`src/rtl/alu.sv`:
```
// -----------------------------------------------------------------------------
// alu -- datapath ALU of the 8-bit CPU.
//
// Computes one of eight logic/arithmetic operations on a and b
// combinationally. The result and the carry, zero and overflow flags are
// registered, so the outputs follow the inputs with one cycle of latency.
// A new operation is accepted on every rising clock edge.
//
// Ports
//   clk    in   1      system clock, rising-edge active
//   rst_n  in   1      asynchronous active-low reset
//   a      in   WIDTH  operand A (sole operand for NOT/INC/DEC)
//   b      in   WIDTH  operand B (ignored for NOT/INC/DEC)
//   op     in   3      operation select:
//                      000 AND, 001 OR, 010 XOR, 011 NOT,
//                      100 ADD, 101 SUB, 110 INC, 111 DEC
//   res    out  WIDTH  registered result
//   c_out  out  1      registered carry (ADD/INC) or borrow (SUB/DEC)
//   zero   out  1      registered zero flag, 1 iff res == 0
//   ovf    out  1      registered two's-complement overflow flag
// -----------------------------------------------------------------------------
module alu #(
  parameter int WIDTH = 8
) (
  input  logic             clk,
  input  logic             rst_n,
  input  logic [WIDTH-1:0] a,
  input  logic [WIDTH-1:0] b,
  input  logic [2:0]       op,
  output logic [WIDTH-1:0] res,
  output logic             c_out,
  output logic             zero,
  output logic             ovf
);

  localparam logic [2:0] OP_AND = 3'b000;
  localparam logic [2:0] OP_OR  = 3'b001;
  localparam logic [2:0] OP_XOR = 3'b010;
  localparam logic [2:0] OP_NOT = 3'b011;
  localparam logic [2:0] OP_ADD = 3'b100;
  localparam logic [2:0] OP_SUB = 3'b101;
  localparam logic [2:0] OP_INC = 3'b110;
  localparam logic [2:0] OP_DEC = 3'b111;

  localparam logic [WIDTH:0] ONE = {{WIDTH{1'b0}}, 1'b1};

  // Signed overflow of an addition s = x + y: same-sign operands, result sign
  // differs. Subtraction x - y is checked as x + (-y), i.e. with y's sign
  // inverted, which gives "signs differ and result sign != sign of x".
  function automatic logic add_ovf(input logic x_msb, input logic y_msb,
                                   input logic s_msb);
    add_ovf = (x_msb == y_msb) && (s_msb != x_msb);
  endfunction

  logic [WIDTH-1:0] res_d, res_q;
  logic             c_d, c_q;
  logic             ovf_d, ovf_q;
  logic             zero_q;

  // Extended by one bit so that bit WIDTH carries the carry or borrow.
  logic [WIDTH:0] sum_x, diff_x, inc_x, dec_x;

  assign sum_x  = {1'b0, a} + {1'b0, b};
  assign diff_x = {1'b0, a} - {1'b0, b};
  assign inc_x  = {1'b0, a} + ONE;
  assign dec_x  = {1'b0, a} - ONE;

  always_comb begin
    res_d = '0;
    c_d   = 1'b0;
    ovf_d = 1'b0;
    unique case (op)
      OP_AND: res_d = a & b;
      OP_OR:  res_d = a | b;
      OP_XOR: res_d = a ^ b;
      OP_NOT: res_d = ~a;
      OP_ADD: begin
        res_d = sum_x[WIDTH-1:0];
        c_d   = sum_x[WIDTH];
        ovf_d = add_ovf(a[WIDTH-1], b[WIDTH-1], sum_x[WIDTH-1]);
      end
      OP_SUB: begin
        res_d = diff_x[WIDTH-1:0];
        c_d   = diff_x[WIDTH];
        ovf_d = add_ovf(a[WIDTH-1], ~b[WIDTH-1], diff_x[WIDTH-1]);
      end
      // +1 is positive, so overflow only when a is the largest positive value.
      OP_INC: begin
        res_d = inc_x[WIDTH-1:0];
        c_d   = inc_x[WIDTH];
        ovf_d = add_ovf(a[WIDTH-1], 1'b0, inc_x[WIDTH-1]);
      end
      // -1 is negative, so overflow only when a is the most negative value.
      OP_DEC: begin
        res_d = dec_x[WIDTH-1:0];
        c_d   = dec_x[WIDTH];
        ovf_d = add_ovf(a[WIDTH-1], 1'b1, dec_x[WIDTH-1]);
      end
      default: ;
    endcase
  end

  // ---- register stage: result and flags ----
  always_ff @(posedge clk or negedge rst_n) begin
    if (!rst_n) begin
      res_q  <= '0;
      c_q    <= 1'b0;
      ovf_q  <= 1'b0;
      zero_q <= 1'b1;
    end else begin
      res_q  <= res_d;
      c_q    <= c_d;
      ovf_q  <= ovf_d;
      zero_q <= (res_d == '0);
    end
  end

  assign res   = res_q;
  assign c_out = c_q;
  assign zero  = zero_q;
  assign ovf   = ovf_q;

endmodule

```
`config.mk`:
```
export PLATFORM = sky130hd
export DESIGN_NAME = alu
export DESIGN_NICKNAME = d
export VERILOG_FILES = /design/src/rtl/alu.sv
export SDC_FILE = /design/constraint.sdc
export NUM_CORES = 1
export LEC_CHECK = 0
export ABC_CLOCK_PERIOD_IN_PS = 800
export CELL_PAD_IN_SITES_DETAIL_PLACEMENT = 0
export CELL_PAD_IN_SITES_GLOBAL_PLACEMENT = 1
export CORE_ASPECT_RATIO = 1.25
export CORE_MARGIN = 1
export CORE_UTILIZATION = 48
export CTS_CLUSTER_SIZE = 20
export DETAILED_ROUTE_END_ITERATION = 6
export DONT_BUFFER_PORTS = 1
export GPL_TIMING_DRIVEN = 0
export PLACE_DENSITY_LB_ADDON = 0.1
export SETUP_SLACK_MARGIN = 0.05
export SYNTH_ARGS = -nofsm -noshare
export SYNTH_HDL_FRONTEND = slang
export SYNTH_SLANG_ARGS = --single-unit
```
`constraint.sdc`:
```
create_clock -name clk -period 0.8 [get_ports clk]
set_input_delay 0.12 -clock clk [delete_from_list [all_inputs] [get_ports clk]]
set_output_delay 0.12 -clock clk [all_outputs]
set_load 0.05 [all_outputs]
```
==> reports/qor.txt <==
Leakage power: 1.03 nW
Register area share after synthesis: 14.5%
Crit Path Max Fanout: 8
Port buffer count: 0
Pre-CTS WS: -1.56 ns
WP buf/inv: 2
Asr flop ratio synth: 100%
Layout cell share with drive strength beyond 1: 35.4%
CP Launch Type: primary input
Worst-path clk slew: 0.05 ns
GRT Overall Usage: 28.0%
Fin Hold WS: 0.127 ns
Largest net degree at the start of global routing: 12
Slowest stage delay, CP: 0.39 ns
Via-to-Cell Ratio: 6.06
Critical path required time: 0.94 ns
Logic gate share of total power: 48.4%
CTS Buf Count: 3
Flop pwr share: 32.3%
IO Count: 32
Final min period: 1.89 ns
Finished Cell Area: 2480 um^2
Largest cells by area after synthesis: ha_1 18%, dfrtp_1 13%, a21oi_1 4.7%
Worst setup startpoint: a[0]
Starting Density: 50.3%
Sw Pwr: 1.18 mW
Number of synthesis warnings: 0
Max-Cap Viols: 0
Clock root cell: clkbuf_8
Clock share of power: 19.3%
Slack of the critical path: -1.09 ns
Final slew viol count: 0
Setup CP Type: primary input to register
Endpoints failing hold: 0
Grt ovf: 0
Yosys top cell by area: ha_1
Synthesized flop and latch total: 11
Die H: 72.4 um
Iter 0 DRT Violations: 101
CP endpoint: zero$_DFF_PN1_
Final setup violation count: 22
Slew HR: 67.6%
CP cell instances: clkinv_16 > ha_4 > inv_2 > fa_2 > nor2b_4 > o31ai_4 > mux2i_1 > xnor2_1 > o2111ai_2 > nand4bb_1 > nor4_2
Violated checks: setup timing
CP endpoint kind: register
Crit. path cell count: 11
Die X: 58.3 um
Pin slew with the least headroom to its limit: 0.486 ns
DIE AREA: 4220 um^2
Fmax: 528 MHz
RSZ-0062 raised after global routing: yes
Sw frac: 42.6%
HP Class: primary input to register
Worst Path Arrival: 2.04 ns
GP Congestion: 0.863
Sink Count: 11
H-tree levels: 1
Nets: 306
Via Count: 1,868
Cell Int Power: 1.59 mW
Syn nets: 290
Most used DFF post-synth: dfrtp_1
Peak supply drop: 838 uV
EDFF count, synth: 0
Syn avg cell area: 7.96 um^2
Status: finished with violations
Routed wire per std cell: 18.4 um
Mapped Cells: 239
Min-delay src: a[7]
Yosys cell types: 59
Core area: 3780 um^2
DRT Wirelength: 5650 um
Power Density: 1110 nW/um^2
Vias in the first global route: 1,994
Antenna Cells: 0
Post-route ant nets: 0
Area grow syn2layout: 30.2%
Std cell rows: 25
Top delay family on crit path: simple AND/OR/NAND/NOR gates
CP max-delay cell: fa_2
Top-area cell type share of the netlist area: 18.4%
Setup_tns: -8.70 ns
Crit share post-route: 237%
Remaining DRCs: 0
Initial antenna violation count: 0
CTS tree: yes
Mapped Area: 1900 um^2
Detailed Place HPWL: 4240 um
First-pass GRT wire length: 9180 um
Drt pass-1 iters: 4
Most frequent cells in the layout: 21 x ha_1, 16 x nor2_1, 15 x buf_4, 13 x inv_1, 11 x a21oi_1
Dpl cell area: 2170 um^2
Commonest non-fill, non-tap cell in the layout: ha_1
Bufs on Longest Clock Path: 2
-- flip-flops by register name (all words and copies together), names as in the netlist --
name	count
c_out	1
ovf	1
res	8
zero	1
-- cells in the mapped netlist, types with 3 or more instances --
| master | number |
|---|---|
| a21oi_1 | 18 |
| a221oi_1 | 4 |
| a31oi_1 | 6 |
| and3_1 | 4 |
| buf_2 | 3 |
| buf_4 | 5 |
| dfrtp_1 | 10 |
| ha_1 | 28 |
| inv_1 | 22 |
| inv_2 | 3 |
| mux2i_1 | 6 |
| nand2_1 | 12 |
| nand2_2 | 3 |
| nand2b_1 | 4 |
| nand3_1 | 3 |
| nor2_1 | 17 |
| nor2b_1 | 6 |
| nor3_1 | 9 |
| o21a_1 | 3 |
| o21ai_0 | 11 |
| o22ai_1 | 5 |
| xnor2_1 | 10 |
-- cells by family (layout without fill, tap and decap cells) --
| family | Yosys count | count (layout) | share of synthesized area [%] |
|---|---|---|---|
| adders and majority gates | 30 | 30 | 20.5 |
| xor gates and xnor gates | 12 | 12 | 5.52 |
| and+or+nand+nor | 70 | 70 | 20.4 |
| muxes | 6 | 6 | 3.16 |
| buffers and inverters | 38 | 53 | 10.1 |
| AOI/OAI and AO/OA | 72 | 72 | 25.8 |
| DFF | 11 | 11 | 14.5 |
-- routing by layer --
metal	share of wire [%]	global-route usage (%)	wire [um]
met5	0	0	0
met4	3.7	15.1	210
met3	5.1	3.39	286
met2	53	49.8	3000
met1	38	32.0	2150
-- worst min path at each step --
stage                     cells past startpoint  slack [ns]               end
after global placement                        0       -0.18  res[2]$_DFF_PN0_
after CTS                                     2        0.12     ovf$_DFF_PN0_
final                                         2        0.13     ovf$_DFF_PN0_
after global routing                          2        0.12     ovf$_DFF_PN0_
after detailed placement                      0       -0.18  res[1]$_DFF_PN0_
after floorplan                               0       -0.18   c_out$_DFF_PN0_
-- power by group through the flow --
stage	clock, mW	sequential [mW]	combinational, mW
after floorplan	0	0.883	0.880
after global placement	0	0.888	1.08
after detailed placement	0	0.892	1.10
after CTS	0.540	0.892	1.23
after global routing	0.592	0.897	1.45
final	0.533	0.891	1.34
-- area by class of cell --
| type | instances | area [um^2] |
|---|---|---|
| timing repair buffer | 13 | 100 |
| inverter | 25 | 153 |
| sequential | 11 | 284 |
| multi-input combinational | 190 | 1710 |
| fill | 325 | 1310 |
| clock buffer | 4 | 45.0 |
| tap | 54 | 67.6 |
| buffer | 11 | 119 |
-- repair_timing --
action / CTS / global route
hold buffers: 1 / 0
setup endpoints to repair: 22 / 22
pin swaps: 17 / 8
endpoints found under the hold margin: 11 / 0
setup buffers: 7 / 5
gates resized for setup: 26 / 15
-- per-stage QoR --
step | utilization (%) | instances | power, mW
after floorplan | - | 239 | 1.76
after global placement | 57.3 | 293 | 1.97
after detailed placement | 57.3 | 293 | 1.99
after CTS | 62.4 | 304 | 2.66
after global routing | 65.5 | 308 | 2.94
final | 65.5 | 308 | 2.76
Power figures use the tool's default switching activity.
